<file path="src/rtl/irq_source_ctrl.sv">
// irq_source_ctrl: collects device edges, applies mask and fixed priority, offers one request to mips_core.
// Latency: irq_src edge to interrupter = 2 cycles (4 with IRQ_SYNC_EN, which adds a 2-flop input synchroniser).
// Backpressure: one request in flight; edges arriving before ERET plus one cooldown cycle only pend.
module irq_source_ctrl #(
  parameter int NUM_SRC = 4,
  parameter int ID_W    = 2
) (
  input  logic               clk,
  input  logic               rst_n,
  input  logic [NUM_SRC-1:0] irq_src,
  input  logic               mask_wen,
  input  logic [NUM_SRC-1:0] mask_din,
  input  logic               ir_en,
  input  logic               ir_valid,
  input  logic               ir,
  input  logic               ir_wait,
  input  logic               jump_en,
  output logic               interrupter,
  output logic [ID_W-1:0]    irq_id,
  output logic               in_service,
  output logic [NUM_SRC-1:0] pending,
  output logic               dropped,
  output logic [7:0]         serv_cnt
);

  typedef enum logic [1:0] {IDLE, REQ, SERV, DONE} state_t;

  state_t             state, state_nxt;
  logic [NUM_SRC-1:0] irq_src_s, src_prev, mask, eligible, edge_det, ack_clr;
  logic [ID_W-1:0]    winner;
  logic               any_elig, ack, latch_id;

  // ir and ir_wait are status only: REQ already holds until ir_valid, and the
  // DONE cooldown cycle covers the fall of ir, so neither steers the FSM.
  logic unused_core_status;
  assign unused_core_status = ir | ir_wait;

`ifdef IRQ_SYNC_EN
  logic [NUM_SRC-1:0] sync_q1, sync_q2;

  // two-flop synchroniser so device lines may be asynchronous to clk
  always_ff @(posedge clk or negedge rst_n) begin
    if (!rst_n) begin
      sync_q1 <= '0;
      sync_q2 <= '0;
    end else begin
      sync_q1 <= irq_src;
      sync_q2 <= sync_q1;
    end
  end

  assign irq_src_s = sync_q2;
`else
  assign irq_src_s = irq_src;
`endif

  assign edge_det = irq_src_s & ~src_prev;
  assign eligible = pending & mask;
  assign any_elig = |eligible;
  assign ack      = (state == REQ) && ir_valid;

  // lowest-index eligible source wins; scanning downward leaves the lowest hit
  always_comb begin
    winner = '0;
    for (int i = NUM_SRC - 1; i >= 0; i--) begin
      if (eligible[i]) winner = ID_W'(i);
    end
  end

  // one-hot clear of the source being acknowledged
  always_comb begin
    ack_clr = '0;
    for (int i = 0; i < NUM_SRC; i++) begin
      ack_clr[i] = ack && (irq_id == ID_W'(i));
    end
  end

  // FSM state register
  always_ff @(posedge clk or negedge rst_n) begin
    if (!rst_n) state <= IDLE;
    else        state <= state_nxt;
  end

  // next-state logic; ERET is a forced jump that is not an interrupt entry
  always_comb begin
    state_nxt = state;
    latch_id  = 1'b0;
    case (state)
      IDLE: begin
        if (ir_en && any_elig) begin
          state_nxt = REQ;
          latch_id  = 1'b1;
        end
      end
      REQ:     if (ir_valid) state_nxt = SERV;
      SERV:    if (jump_en && !ir_valid) state_nxt = DONE;
      DONE:    state_nxt = IDLE;
      default: state_nxt = IDLE;
    endcase
  end

  // registered outputs derived from the next state, ID frozen once latched
  always_ff @(posedge clk or negedge rst_n) begin
    if (!rst_n) begin
      interrupter <= 1'b0;
      in_service  <= 1'b0;
      irq_id      <= '0;
      serv_cnt    <= '0;
    end else begin
      interrupter <= (state_nxt == REQ);
      in_service  <= (state_nxt == SERV);
      if (latch_id) irq_id   <= winner;
      if (ack)      serv_cnt <= serv_cnt + 8'd1;
    end
  end

  // pending/mask/overflow bookkeeping; a new edge beats the ack clear
  always_ff @(posedge clk or negedge rst_n) begin
    if (!rst_n) begin
      src_prev <= '0;
      pending  <= '0;
      mask     <= '1;
      dropped  <= 1'b0;
    end else begin
      src_prev <= irq_src_s;
      pending  <= (pending & ~ack_clr) | edge_det;
      if (mask_wen) begin
        mask    <= mask_din;
        dropped <= 1'b0;
      end else if (|(edge_det & pending)) begin
        dropped <= 1'b1;
      end
    end
  end

endmodule

</file>
<file path="config.mk">
export PLATFORM = sky130hd
export DESIGN_NAME = irq_source_ctrl
export DESIGN_NICKNAME = d
export VERILOG_FILES = /design/src/rtl/irq_source_ctrl.sv
export SDC_FILE = /design/constraint.sdc
export NUM_CORES = 1
export LEC_CHECK = 0
export BUFFER_PORTS_ARGS = -buffer_cell sky130_fd_sc_hd__buf_2
export CELL_PAD_IN_SITES_DETAIL_PLACEMENT = 1
export CELL_PAD_IN_SITES_GLOBAL_PLACEMENT = 1
export CORE_MARGIN = 5
export CORE_UTILIZATION = 31
export CTS_CLUSTER_SIZE = 12
export DETAILED_ROUTE_END_ITERATION = 10
export GPL_ROUTABILITY_DRIVEN = 0
export PLACE_DENSITY = 0.64
export SYNTH_ARGS = -nofsm -noshare
export SYNTH_HDL_FRONTEND = slang
export SYNTH_SLANG_ARGS = --single-unit
</file>
<file path="constraint.sdc">
create_clock -name clk -period 2.5 [get_ports clk]
set_clock_uncertainty 0.05 [all_clocks]
set_input_delay 0.75 -clock clk [delete_from_list [all_inputs] [get_ports clk]]
set_output_delay 0.75 -clock clk [all_outputs]
set_load 0.1 [all_outputs]
</file>
## Yosys cells after proc, flatten, opt, wreduce, memory -nomap -nowiden

Index checks and enable logic that the tools add are counted.

| storage, ports and cells | value |
|---|---|
| register bits | 27 |
| output and inout port bits | 17 |

| cells by class | value |
|---|---|
| $add $sub $neg | 1 |
| equality and inequality tests | 8 |
| multiplexer cells | 12 |
| bitwise gates (word level) | 7 |
| reductions and logical operators | 13 |

Operators by type and width:

| kind | number |
|---|---|
| $and A4 B4 Y4 | 4 |
| $mux W2 | 7 |
| $eq A2 B2 Y1 const B | 5 |
| $add A8 B1 Y8 const B | 1 |
| $not A4 Y4 | 2 |
| $pmux W2 S4 | 1 |
| $reduce_or A4 Y1 | 2 |
| $logic_and A1 B1 Y1 | 7 |
| $eq A2 B1 Y1 const B | 3 |
| $logic_not A2 Y1 | 2 |
| $mux W1 | 4 |
| $or A4 B4 Y4 | 1 |
| $reduce_bool A2 Y1 | 1 |
| $logic_not A1 Y1 | 1 |

## Depth between registers and ports, before layout

| logic depth | value |
|---|---|
| depth after elaboration | 6 |
| mapped depth | 5 |
| depth with buffers taken out | 4 |

## Worst setup path after synthesis

No wires, ideal clock.

| timing | value |
|---|---|
| path type | flip-flop to flip-flop |
| start point | register pending[2] |
| end point | register irq_id[0] |
| library setup time | 0.126 ns |
| arrival | 1.684 ns |
| path slack | 0.640 ns |
| cell stages (with the launch flop) | 4 |
| buffers on the path | 0 |
| period minus slack after synthesis | 1.860 ns |
| cells stage by stage | dfrtp_1 > a22o_1 > o21a_1 > mux2_2 |

| on the way | value |
|---|---|
| word-level cells in the longest chain between the ends | 5 |
| elaborated cells between the ends (all ways) | 8 |
| those cells by class | mux: 5; bitwise: 1; reduce/logical: 2 |

Ends and longest elaborated chain:

| what | line | text |
|---|---|---|
| start, declared | 21 | `output logic [NUM_SRC-1:0] pending,` |
| start signal, assigned | 126 | `pending <= (pending & ~ack_clr) \| edge_det;` |
| $and A4 B4 Y4 (*) | 58 | `assign eligible = pending & mask;` |
| $reduce_or A4 Y1 | 59 | `assign any_elig = \|eligible;` |
| $logic_and A1 B1 Y1 | 90 | `if (ir_en && any_elig) begin` |
| $mux W1 | 90 |  |
| $mux W1 | 88 | `case (state)` |
| end signal, assigned | 112 | `if (latch_id) irq_id <= winner;` |
| end, declared | 19 | `output logic [ID_W-1:0] irq_id,` |

Mark *: on every way between the ends. The rest lies on a longest branch, timed or not.
A chain may end at the register's enable or synchronous reset.

## Final worst setup path

| timing | value |
|---|---|
| start point | register serv_cnt[2] |
| end point | output serv_cnt[2] |

RTL lines:

| what | line | text |
|---|---|---|
| start, declared | 23 | `output logic [7:0] serv_cnt` |
| start signal, assigned | 113 | `if (ack) serv_cnt <= serv_cnt + 8'd1;` |

No word-level cell between the ends.

==> insert_results.sql <==
INSERT INTO impl_metrics (metric_group, metric, value, unit) VALUES
('clocking', 'cts_num_sinks', '27', ''),
('power', 'power.density_cell_area', '1340', 'nW/µm²'),
('power', 'power.share.clock', '10.4', '%'),
('global_routing', 'gr-total-overflow', '0', ''),
('placed_design', 'placed_cells_incl_taps', '165', ''),
('synth', 'synth.lib_cells_used.distinct', '29', ''),
('die', 'die_w', '70.2', 'µm'),
('clocking', 'post-cts-setup-buffers', '0', ''),
('die', 'dieArea', '4930', 'µm²'),
('setup_path', 'ff2ff_setup_slack', '1.01', 'ns'),
('sta', 'rsz0062_at_grt', 'no', ''),
('die', 'floorplan.io_pins', '33', ''),
('clocking', 'cts_tree', 'yes', ''),
('clocking', 'cts.root.buffer_cell', 'sky130_fd_sc_hd__clkbuf_4', ''),
('clocking', 'post_cts_hold_buffer_count', '0', ''),
('synth', 'syn_nets', '107', ''),
('synth', 'syn_area', '1120', 'µm²'),
('power', 'comb_power_share', '52.6', '%'),
('power', 'total_switching_power', '1.00', 'mW'),
('synth', 'cell_count_after_synthesis', '90', ''),
('setup_path', 'critPathTopFamily', 'flip-flops', ''),
('placed_design', 'dpl_cell_area', '1330', 'µm²'),
('clocking', 'cts.clk_slew.worst_paths', '0.14', 'ns'),
('layout', 'num-nets-final', '141', ''),
('sta', 'setup_viol', '0', ''),
('sta', 'maxClockFrequency', '488', 'MHz'),
('setup_path', 'worst-setup-path-type', 'reg2out', ''),
('layout', 'areaGrowthSynthToFinish', '20.4', '%'),
('clocking', 'clk_latency', '0.32', 'ns'),
('setup_path', 'critical_path_required', '1.70', 'ns'),
('synth', 'synth.yosys.warnings', '0', ''),
('setup_path', 'worst_setup_path_start_kind', 'flop', ''),
('die', 'die_y', '70.2', 'µm'),
('layout', 'post_layout_nonfiller_instances', '169', ''),
('sta', 'final_period_minus_worst_setup_slack', '2.05', 'ns'),
('global_routing', 'grt_max_degree', '28', ''),
('routing', 'routedWlPerCell', '13.9', 'µm'),
('sta', 'timing.final.crit_share', '81.9', '%'),
('routing', 'vias', '817', ''),
('synth', 'proportion_of_synthesized_chip_area_in_sequential_cells', '60.5', '%'),
('setup_path', 'r2r-end', 'irq_id[0]', ''),
('power', 'ir_worst_vdd', '0.000587', 'V'),
('die', 'core_region_area', '3420', 'µm²'),
('global_routing', 'gr-usage-all-layers', '10.0', '%'),
('layout', 'drive_gt1_share', '37.4', '%'),
('setup_path', 'total_stage_count_of_the_critical_path', '1', ''),
('status', 'run_status', 'finished, final reports clean', ''),
('sta', 'fin_tns_setup', '0', 'ns'),
('sta', 'final_max_slew_viol_count', '0', ''),
('die', 'rows', '21', ''),
('power', 'power_switching_share', '55.3', '%'),
('setup_path', 'timing.critical_path.slowest_stage_cell', 'sky130_fd_sc_hd__dfrtp_1', ''),
('power', 'sequentialPowerShare', '37.0', '%'),
('synth', 'ys_seq_elements', '27', ''),
('min_path', 'hold_class', 'in2async', ''),
('layout', 'antenna_cells_inserted', '0', ''),
('global_routing', 'grt_pass1_wl', '3950', 'µm'),
('clocking', 'cts_made_buffers', '3', ''),
('power', 'leakage', '0.647', 'nW'),
('setup_path', 'critical-path-max-stage-delay', '0.46', 'ns'),
('setup_path', 'crit_path_cell_trace', 'buf_2', ''),
('routing', 'route.antenna.remaining_nets', '0', ''),
('setup_path', 'cp.arrival', '1.25', 'ns'),
('routing', 'via_per_inst', '4.83', ''),
('setup_path', 'crit_path_end_kind', 'primary output', ''),
('power', 'p_int', '0.808', 'mW'),
('setup_path', 'worstRegToRegCells', '3', ''),
('synth', 'syn_area_per_cell', '12.5', 'µm²'),
('routing', 'first_drt_iteration_drcs', '24', ''),
('placed_design', 'dp.final_hpwl', '1840', 'µm'),
('sta', 'timing.final.hold_violations', '0', '');
[worst max path at each step]
stage | start | to
final | serv_cnt[2] | serv_cnt[2]
after global routing | pending[1] | pending[1]
after CTS | serv_cnt[2] | serv_cnt[2]
after detailed placement | ir_en | irq_id[0]
after global placement | ir_en | irq_id[0]
after floorplan | pending[2] | irq_id[0]
[cell usage in the layout (no fill, tap or decap), types with 3 or more instances in the layout]
master                     instances
sky130_fd_sc_hd__dfrtp_1          23
sky130_fd_sc_hd__o21ai_0           3
sky130_fd_sc_hd__nand2_1           8
sky130_fd_sc_hd__xnor2_1           6
sky130_fd_sc_hd__a21oi_1           4
sky130_fd_sc_hd__inv_1             3
sky130_fd_sc_hd__mux2_2            5
sky130_fd_sc_hd__a22o_1            4
sky130_fd_sc_hd__buf_2            30
sky130_fd_sc_hd__dfstp_2           4
sky130_fd_sc_hd__clkbuf_4          3
sky130_fd_sc_hd__nand3_1           4
[through the flow]
step / total power, mW / utilization [%] / hold slack, ns / setup WS (ns)
4_1_cts: 1.84 / 39.6 / 0.365 / 0.426
6_report: 1.81 / 39.6 / 0.356 / 0.453
5_1_grt: 1.89 / 39.6 / 0.391 / 0.385
3_5_place_dp: 1.64 / 38.9 / 0.419 / 0.654
2_1_floorplan: 1.46 / - / 0.376 / 0.640
3_3_place_gp: 1.63 / 38.9 / 0.389 / 0.649
[power groups by stage]
stage                     clock (mW)  sequential (mW)  combinational [mW]
after floorplan                    0             1.25               0.212
after global placement             0            0.673               0.952
after detailed placement           0            0.681               0.962
after CTS                      0.201            0.672               0.964
after global routing           0.215            0.688               0.991
final                          0.188            0.669               0.952
[registers in the layout (all words and copies together), names as in the netlist]
signal       cells
serv_cnt         8
dropped          1
mask             4
irq_id           2
pending          4
src_prev         4
in_service       1
interrupter      1
state            2
[cell type report]
cell class                      count  area (µm²)
Fill cell                         402        2060
Timing Repair Buffer               30         150
Multi-Input combinational cell     59         428
Tap cell                           46        57.6
Sequential cell                    27         681
Clock buffer                        4        26.3
Inverter                            3        11.3
[layer usage]
layer	vias to the layer above	routed length [µm]	global-route usage, %
li1	385	-	-
met1	407	1030	10.9
met2	21	1130	17.6
met3	4	159	4.59
met4	0	21	2.55
met5	-	0	0
[cells by family after synthesis]
| kind of cell | synth area share [%] |
|---|---|
| xor+xnor | 5.45 |
| compound gates | 10.3 |
| fa+ha+maj | 1.11 |
| simple gates | 16.1 |
| mux | 5.01 |
| flops | 60.5 |
| buf+inv | 1.45 |
[synth_stat cells]
master / count / area share [%]
sky130_fd_sc_hd__a22o_1: 4 / 3.1
sky130_fd_sc_hd__or3_1: 1 / 0.56
sky130_fd_sc_hd__xnor2_1: 6 / 4.7
sky130_fd_sc_hd__o21ai_0: 3 / 1.3
sky130_fd_sc_hd__dfstp_2: 4 / 9.3
sky130_fd_sc_hd__dfrtp_1: 23 / 51
sky130_fd_sc_hd__a21oi_1: 4 / 1.8
sky130_fd_sc_hd__a21o_2: 1 / 0.78
sky130_fd_sc_hd__or2_4: 1 / 0.78
sky130_fd_sc_hd__buf_2: 1 / 0.44
sky130_fd_sc_hd__and3b_1: 1 / 0.78
sky130_fd_sc_hd__a32oi_1: 2 / 1.6
sky130_fd_sc_hd__o21a_1: 1 / 0.67
sky130_fd_sc_hd__nand3b_1: 2 / 1.3
sky130_fd_sc_hd__nand2_1: 8 / 2.7
sky130_fd_sc_hd__nor3b_1: 1 / 0.67
sky130_fd_sc_hd__ha_1: 1 / 1.1
sky130_fd_sc_hd__inv_1: 3 / 1.0
sky130_fd_sc_hd__nor2_1: 2 / 0.67
sky130_fd_sc_hd__and3_1: 1 / 0.56
sky130_fd_sc_hd__nor2b_4: 1 / 1.2
sky130_fd_sc_hd__nor2b_1: 2 / 1.1
sky130_fd_sc_hd__mux2_2: 5 / 5.0
sky130_fd_sc_hd__nand3_1: 4 / 1.8
sky130_fd_sc_hd__xor2_1: 1 / 0.78
sky130_fd_sc_hd__a31oi_1: 2 / 1.1
sky130_fd_sc_hd__nand3b_4: 1 / 1.8
sky130_fd_sc_hd__nand4_1: 2 / 1.1
sky130_fd_sc_hd__nand2b_1: 2 / 1.1
(Power assumes the default switching activity.)
